<file path="src/rtl/keypad_pkg.sv">
// Shared definitions for the 12-key launchpad keypad scanner: key count,
// code width, mux-order key codes and the scan index successor.
package keypad_pkg;

   localparam int NUM_KEYS = 12;
   localparam int KEY_W    = 4;

   typedef enum logic [KEY_W-1:0] {
      KEY_1     = 4'd0,
      KEY_2     = 4'd1,
      KEY_3     = 4'd2,
      KEY_4     = 4'd3,
      KEY_5     = 4'd4,
      KEY_6     = 4'd5,
      KEY_7     = 4'd6,
      KEY_8     = 4'd7,
      KEY_9     = 4'd8,
      KEY_STAR  = 4'd9,
      KEY_0     = 4'd10,
      KEY_SHARP = 4'd11
   } key_code_e;

   // Next scan index; anything at or beyond the last key folds back to 0
   function automatic logic [KEY_W-1:0] next_key(input logic [KEY_W-1:0] k);
      logic [KEY_W-1:0] n;
      if (k >= KEY_W'(NUM_KEYS - 1)) begin
         n = {KEY_W{1'b0}};
      end else begin
         n = k + KEY_W'(1'b1);
      end
      return n;
   endfunction

endpackage

</file>
<file path="src/rtl/keypad_evt_fifo.sv">
// Press-event FIFO: first-word-fall-through head register, valid/ready pop,
// and a sticky overflow flag for pushes refused while full.
module keypad_evt_fifo #(
   parameter int WIDTH = 4,
   parameter int DEPTH = 4
) (
   input  logic             clk,
   input  logic             rst_n,
   input  logic             push,
   input  logic [WIDTH-1:0] din,
   input  logic             ready,
   input  logic             clr_ovf,
   output logic             valid,
   output logic [WIDTH-1:0] dout,
   output logic             ovf
);

   localparam int AW = $clog2(DEPTH);
   localparam int CW = AW + 1;

   logic [WIDTH-1:0] mem_r [DEPTH];
   logic [AW-1:0]    rd_ptr_r;
   logic [AW-1:0]    wr_ptr_r;
   logic [AW-1:0]    rd_next_s;
   logic [CW-1:0]    count_r;
   logic [CW-1:0]    remain_s;
   logic [CW-1:0]    count_next_s;
   logic [WIDTH-1:0] dout_r;
   logic [WIDTH-1:0] head_next_s;
   logic             valid_r;
   logic             ovf_r;
   logic             pop_s;
   logic             full_s;
   logic             push_ok_s;
   logic             ovf_set_s;

   // Qualify pop/push and pick the head the output register shows next
   always_comb begin
      pop_s        = valid_r & ready;
      full_s       = (count_r == CW'(DEPTH));
      push_ok_s    = push & (~full_s | pop_s);
      ovf_set_s    = push & full_s & ~pop_s;
      rd_next_s    = rd_ptr_r + AW'(pop_s);
      remain_s     = count_r - CW'(pop_s);
      count_next_s = remain_s + CW'(push_ok_s);
      head_next_s  = dout_r;
      if (remain_s != {CW{1'b0}}) begin
         head_next_s = mem_r[rd_next_s];
      end else if (push_ok_s) begin
         head_next_s = din;
      end else begin
         head_next_s = dout_r;
      end
   end

   // Storage, pointers, registered head/valid and sticky overflow (set wins)
   always_ff @(posedge clk or negedge rst_n) begin
      if (!rst_n) begin
         for (int i = 0; i < DEPTH; i++) begin
            mem_r[i] <= {WIDTH{1'b0}};
         end
         rd_ptr_r <= {AW{1'b0}};
         wr_ptr_r <= {AW{1'b0}};
         count_r  <= {CW{1'b0}};
         dout_r   <= {WIDTH{1'b0}};
         valid_r  <= 1'b0;
         ovf_r    <= 1'b0;
      end else begin
         if (push_ok_s) begin
            mem_r[wr_ptr_r] <= din;
            wr_ptr_r        <= wr_ptr_r + AW'(1'b1);
         end
         rd_ptr_r <= rd_next_s;
         count_r  <= count_next_s;
         dout_r   <= head_next_s;
         valid_r  <= (count_next_s != {CW{1'b0}});
         if (ovf_set_s) begin
            ovf_r <= 1'b1;
         end else if (clr_ovf) begin
            ovf_r <= 1'b0;
         end
      end
   end

   assign valid = valid_r;
   assign dout  = dout_r;
   assign ovf   = ovf_r;

endmodule

</file>
<file path="src/rtl/keypad_scan_ctrl.sv">
// Keypad scan sequencer: steps the key-mux index, debounces each key on its
// own visit and queues a key code for every debounced press.
module keypad_scan_ctrl
   import keypad_pkg::*;
#(
   parameter int SCAN_DIV   = 10,
   parameter int DEB_CNT    = 3,
   parameter int FIFO_DEPTH = 4
) (
   input  logic                CLK,
   input  logic                RST,
   input  logic                EN,
   input  logic                KEY_IN,
   output logic [KEY_W-1:0]    SEL,
   output logic [NUM_KEYS-1:0] KEY_HELD,
   output logic                KEY_VALID,
   output logic [KEY_W-1:0]    KEY_CODE,
   input  logic                KEY_READY,
   output logic                OVF,
   input  logic                CLR_OVF
);

   localparam int PW = $clog2(SCAN_DIV);
   localparam int CW = $clog2(DEB_CNT + 1);

   logic [PW-1:0]       presc_r;
   logic [KEY_W-1:0]    sel_r;
   logic [CW-1:0]       cnt_r [NUM_KEYS];
   logic [NUM_KEYS-1:0] held_r;
   logic                push_r;
   logic [KEY_W-1:0]    push_code_r;

   logic                tc_s;
   logic                cur_held_s;
   logic [CW-1:0]       cnt_inc_s;
   logic [CW-1:0]       cnt_new_s;
   logic                flip_s;

   // Debounce decision for the key currently on the mux
   always_comb begin
      tc_s       = EN && (presc_r == PW'(SCAN_DIV - 1));
      cur_held_s = held_r[sel_r];
      cnt_inc_s  = cnt_r[sel_r] + CW'(1'b1);
      cnt_new_s  = {CW{1'b0}};
      flip_s     = 1'b0;
      if (KEY_IN == cur_held_s) begin
         cnt_new_s = {CW{1'b0}};
         flip_s    = 1'b0;
      end else if (cnt_inc_s == CW'(DEB_CNT)) begin
         cnt_new_s = {CW{1'b0}};
         flip_s    = 1'b1;
      end else begin
         cnt_new_s = cnt_inc_s;
         flip_s    = 1'b0;
      end
   end

   // Prescaler, scan index, debounce array and the one-cycle push request
   always_ff @(posedge CLK or negedge RST) begin
      if (!RST) begin
         presc_r     <= {PW{1'b0}};
         sel_r       <= {KEY_W{1'b0}};
         held_r      <= {NUM_KEYS{1'b0}};
         push_r      <= 1'b0;
         push_code_r <= {KEY_W{1'b0}};
         for (int i = 0; i < NUM_KEYS; i++) begin
            cnt_r[i] <= {CW{1'b0}};
         end
      end else begin
         push_r <= 1'b0;
         if (tc_s) begin
            presc_r      <= {PW{1'b0}};
            sel_r        <= next_key(sel_r);
            cnt_r[sel_r] <= cnt_new_s;
            if (flip_s) begin
               held_r[sel_r] <= ~cur_held_s;
               // Only the press edge queues an event; releases stay silent
               push_r        <= ~cur_held_s;
               push_code_r   <= sel_r;
            end
         end else if (EN) begin
            presc_r <= presc_r + PW'(1'b1);
         end
      end
   end

   keypad_evt_fifo #(
      .WIDTH (KEY_W),
      .DEPTH (FIFO_DEPTH)
   ) u_evt_fifo (
      .clk     (CLK),
      .rst_n   (RST),
      .push    (push_r),
      .din     (push_code_r),
      .ready   (KEY_READY),
      .clr_ovf (CLR_OVF),
      .valid   (KEY_VALID),
      .dout    (KEY_CODE),
      .ovf     (OVF)
   );

   assign SEL      = sel_r;
   assign KEY_HELD = held_r;

endmodule

</file>
<file path="config.mk">
export PLATFORM = sky130hd
export DESIGN_NAME = keypad_scan_ctrl
export DESIGN_NICKNAME = d
export VERILOG_FILES = /design/src/rtl/keypad_pkg.sv /design/src/rtl/keypad_evt_fifo.sv /design/src/rtl/keypad_scan_ctrl.sv
export SDC_FILE = /design/constraint.sdc
export NUM_CORES = 1
export LEC_CHECK = 0
export CORE_ASPECT_RATIO = 0.8
export CORE_MARGIN = 1
export CORE_UTILIZATION = 30
export DETAILED_ROUTE_END_ITERATION = 7
export PLACE_DENSITY = 0.56
export SLEW_MARGIN = 20
export SYNTH_ARGS = -nofsm -noshare
export SYNTH_HDL_FRONTEND = slang
export SYNTH_SLANG_ARGS = --single-unit
</file>
<file path="constraint.sdc">
create_clock -name CLK -period 7 [get_ports CLK]
set_input_delay 1.05 -clock CLK [delete_from_list [all_inputs] [get_ports CLK]]
set_output_delay 1.05 -clock CLK [all_outputs]
set_load 0.1 [all_outputs]
</file>
---- Yosys cells after proc, flatten, opt, wreduce, memory -nomap -nowiden ----
Cells that the tools add are included.
operators by class
  $add $sub $neg .......................... 7
  magnitude comparators ................... 8
  eq/ne operators ......................... 4
  mux-type cells .......................... 30
  bitwise gates (word level) .............. 11
  reduce and logical (&&, ||, !) cells .... 10
operators with widths
  kind                                                                          count
  4-bit two-way mux                                                             8
  24-bit bitwise mux                                                            1
  16-bit bitwise mux                                                            1
  12-bit bitwise mux                                                            1
  2-bit two-way mux                                                             5
  4-bit by 1-bit adder with 4-bit output, second input constant                 2
  2-bit binary-select mux with 4-bit select                                     1
  4-bit binary-select mux with 2-bit select                                     1
  2-bit demux with 4-bit select                                                 1
  4-bit demux with 2-bit select                                                 1
  1-bit two-way mux                                                             8
  3-bit >= comparator, second input constant                                    2
  2-bit NOT with 3-bit output                                                   2
  2-bit nonzero test                                                            3
  3-bit nonzero test                                                            2
  5-bit >= comparator, second input constant                                    1
  4-bit by 5-bit less-than comparator with 1-bit output, second input constant  1
  5-bit by 1-bit less-than comparator with 1-bit output, second input constant  1
  4-bit NOT with 5-bit output                                                   1
  2-bit by 1-bit adder with 2-bit output, second input constant                 2
  1-bit AND                                                                     4
  1-bit binary-select mux with 4-bit select                                     1
  1-bit demux with 4-bit select                                                 1
  4-bit == test, second input constant                                          1
  other kinds (13)                                                              18
storage, ports and cells
  bits in registers ....................... 78
  input bits .............................. 6
  output and inout port bits .............. 22
  logic and storage cells ................. 97

---- Logic depth before layout (Yosys ltp) ----
  depth in word-level cells ............... 10
  mapped depth ............................ 9
  depth with buffers taken out ............ 8

---- By module ----
Synthesis repeated with hierarchy kept, for this count alone.
unflattened totals
  cell total of the unflattened synthesis .. 346
  area total of the unflattened synthesis .. 3913.8 um2
by module, submodules not included
  module            times used  cells an instance  area an instance (um2)  sequential area each (um2)
  keypad_scan_ctrl  1           245                2493.6                  1226.2
  keypad_evt_fifo   1           101                1420.1                  725.7

---- Least setup slack after synthesis ----
OpenSTA, ideal clock, no wires.
  path type ............................... flip-flop to flip-flop
  start point ............................. register sel_r[0], in the netlist SEL[0]
  end point ............................... register push_code_r[0]
  library setup time ...................... 0.125 ns
  arrival time ............................ 3.069 ns
  data required time ...................... 6.875 ns
  path slack .............................. 3.806 ns
  cell stages (with the launch flop) ...... 8
  buffers on the path ..................... 2
  period minus slack after synthesis ...... 3.194 ns
  path through ............................ dfrtp_1 > buf_6 > mux4_2 > o2111ai_1 > nand2_1 > or4_1 > buf_2 > mux2_4
on the way
  word-level cells in the longest chain between the ends .. 9
  elaborated cells on any way between the ends .. 12
  classes of those cells .................. add/sub (1); eq/ne (2); mux (7); bitwise (1); reduce/logical (1)
ends and longest elaborated chain
  item                                                  RTL line                source
  start: declaration                                    keypad_scan_ctrl.sv:27  logic [KEY_W-1:0] sel_r;
  start signal: assignment                              keypad_scan_ctrl.sv:62  sel_r <= {KEY_W{1'b0}};
  start signal: assignment                              keypad_scan_ctrl.sv:73  sel_r <= next_key(sel_r);
  4-bit NOT with 5-bit output (not written as such)     keypad_scan_ctrl.sv:43  cnt_inc_s = cnt_r[sel_r] + CW'(1'b1);
  2-bit binary-select mux with 4-bit select             keypad_scan_ctrl.sv:43
  2-bit two-way mux (not written as such) (2 in a row)  keypad_scan_ctrl.sv:43
  2-bit by 1-bit adder with 2-bit output                keypad_scan_ctrl.sv:43
  2-bit == test                                         keypad_scan_ctrl.sv:49  end else if (cnt_inc_s == CW'(DEB_CNT)) begin
  1-bit two-way mux                                     keypad_scan_ctrl.sv:49
  1-bit two-way mux                                     keypad_scan_ctrl.sv:46  if (KEY_IN == cur_held_s) begin
  2-bit AND reduction (no source line)                  n/a
  end signal: assignment                                keypad_scan_ctrl.sv:65  push_code_r <= {KEY_W{1'b0}};
  end signal: assignment                                keypad_scan_ctrl.sv:79  push_code_r <= sel_r;
  end: declaration                                      keypad_scan_ctrl.sv:31  logic [KEY_W-1:0] push_code_r;
Parallel ways exist; a longest one is shown, timed or not. The select of a mux whose other input is x is not followed.
A chain may end at the register's enable or synchronous reset.

---- Worst setup path in the final report ----
  start point ............................. register sel_r[1], in the netlist SEL[1]
  end point ............................... output SEL[1]
RTL lines
  item              RTL line                source
  end: declaration  keypad_scan_ctrl.sv:14  output logic [KEY_W-1:0] SEL,
No word-level cell between the ends.

==> metrics <==
synthesized instance count=318; critical path cell sequence=clkdlybuf4s50_1; sequential-to-total area share from yosys stat=0.505; routability cong.=0.800; fill count=1,203; die extent in x=129 µm; ys flop type=dfrtp_1; share of the synthesized area in the top cell type=0.505; diodes inserted=0; pre-CTS setup slack=3.48 ns; via count=2,515; H-tree depth=3; Slew Viols, Final=0; Final Hold Vio Count=0; Iter 0 DRT Violations=163; Crit Path Class=flop to output port; vias in the first global route=2,583; first-pass GRT wire length=13,900 µm; fmax=281 MHz; drt via density=4.86; share of layout cells above drive strength 1=0.210; CP peak stage delay=1.28 ns; DRC Markers=0; CTS tree=built; Power Dens Cells=391 nW/µm²; Area growth syn-to-layout=19.2%; min Tclk post-route=3.56 ns; post-CTS sizing=0; per-cell routed wire length=15.6 µm; placed inst area=4290 µm²; initial antenna violation count=0; GRT Total Usage=0.136; Num CTS Buffers=9; post-synthesis cell area=3870 µm²; core region area=12,400 µm²; Die ar.=13,400 µm²; Worst path slowest cell=clkdlybuf4s50_1; Crit. End Element=output port; worst-margin pin slew=0.973 ns; Setup Fix Bufs, Post-CTS=0; Initial Util=0.312; RR Startpoint=SEL[1]; critical path fanouts, max=18; Worst Setup SP=SEL[1]; WL final=8080 µm; Initial DRT Pass Iterations=6; Async S/R FF share, synth=1.00; hold buffers post-CTS=0; Max Cap Viol=0; Hold Path Origin=cnt_r[11]; HPWL after DPL=5610 µm; clock latency on the worst-skew pair=0.33 ns; Hold Path Class=flop to flop; Crit path max-delay family=buffers and inverters; Synth area leaders=dfrtp_1 50%, mux2_2 12%, mux4_2 5.2%, ha_1 4.9%, nand2_1 3.5%; peak supply drop=0.217 mV; clock skew=0.00670 ns; die height=104 µm; num rows=36; Worst EP arrival=2.51 ns; RSZ-0062 raised after global routing=false; final setup margin=3.44 ns; clock sinks=78; CP required=5.95 ns; Leakage=2.11 nW; Worst-path clk slew=0.06 ns; status=complete, no violations; synthesis-stage register bit count=78; final worst-path cycle share=0.508; number of flops mapped to enable cells by yosys=0; Slew HR=0.349; # nets final=363; Netlist cell types=42; Clock Root Buffer=clkbuf_16; top-count cell post-synth=dfrtp_1; Synth Net Count=339; Overflow after GRT=0; Mean Syn Cell Area=12.2 µm²; Ports=28; setup violators final=0; Final Total Pwr=1.80 mW; Routed Antenna Nets=0; top post-synthesis cells by count=78 x dfrtp_1, 40 x mux2_2, 36 x nand2_1; Design Area, Final=4610 µm²; setup TNS=0 ns; clk buf depth=2; largest net degree at the start of global routing=79; crit path buf inv count=1; synth warn=0; Yosys top cell by area=dfrtp_1; crit start category=flop; input/output buffers=27
[final timing paths]
kind	endpoint	slack [ns]	cells past startpoint
worst max-delay path	SEL[1]	3.44	1
worst min-delay path	cnt_r[11]	0.50	1
worst max register to register	push_code_r[3]	3.92	6
worst min register to register	cnt_r[11]	0.50	1
max in group asynchronous	presc_r[0]	5.77	1
min in group asynchronous	KEY_HELD[0]	0.74	1
[logic make-up (layout without fill, tap and decap cells)]
kind of cell	after synthesis	in the layout	share of synthesized area
xor+xnor	7	7	0.0158
fa+ha+maj	15	15	0.0485
mux	66	66	0.226
flops	78	78	0.505
buf+inv	32	61	0.0362
simple gates	76	76	0.0925
compound gates	44	44	0.0760
[per-layer routing]
metal,track usage,part of all wire,up-vias
li1,-,-,1198
met1,0.197,0.50,1264
met2,0.197,0.45,49
met3,0.0341,0.043,4
met4,0.0403,0.0063,0
met5,0,0,-
[metrics by stage]
stage | hold WS, ns | std cells | utilization
2_1_floorplan | 0.470 | 318 | -
3_3_place_gp | 0.483 | 502 | 0.346
3_5_place_dp | 0.489 | 502 | 0.346
4_1_cts | 0.502 | 518 | 0.372
5_1_grt | 0.516 | 518 | 0.372
6_report | 0.499 | 518 | 0.372
[sequential cells by signal (all words and copies together) (netlist names), 2 cells and up]
| signal | count |
|---|---|
| cnt_r | 24 |
| presc_r | 4 |
| u_evt_fifo.dout | 4 |
| KEY_HELD | 12 |
| SEL | 4 |
| u_evt_fifo.wr_ptr_r | 2 |
| push_code_r | 4 |
| u_evt_fifo.rd_ptr_r | 2 |
| u_evt_fifo.count_r | 3 |
| u_evt_fifo.mem_r | 16 |
[power by group]
part,internal [mW],switching (mW),leakage (nW),total [mW]
logic,0.226,0.445,0.930,0.671
clock network,0.316,0.188,0.154,0.504
registers,0.522,0.108,1.03,0.630
total,1.06,0.741,2.11,1.80
[placed cells by master (no fill, tap or decap), types with 2 or more instances in the layout]
master / count
buf_4: 2
inv_1: 15
xor2_1: 2
mux2_2: 40
o21ai_0: 17
clkdlybuf4s50_1: 26
mux4_2: 9
a21oi_1: 5
nand4_1: 4
nand3b_1: 2
xnor2_1: 5
mux2i_1: 11
nand2_1: 36
mux2_4: 4
bufinv_16: 2
mux4_1: 2
nor2_1: 10
ha_1: 15
o211ai_1: 8
and3_1: 2
inv_6: 2
dfrtp_1: 78
a211o_1: 4
nand3_1: 6
a21boi_0: 5
nor3_1: 7
clkbuf_16: 9
[layout make-up]
type | count | area (µm²) | area share
Tap cell | 171 | 214 | 0.0464
Clock inverter | 6 | 93.8 | 0.0203
Timing Repair Buffer | 29 | 287 | 0.0621
Clock buffer | 10 | 229 | 0.0496
Multi-Input combinational cell | 208 | 1780 | 0.385
Sequential cell | 78 | 1950 | 0.423
Inverter | 16 | 60.1 | 0.0130
(Power assumes the default switching activity.)
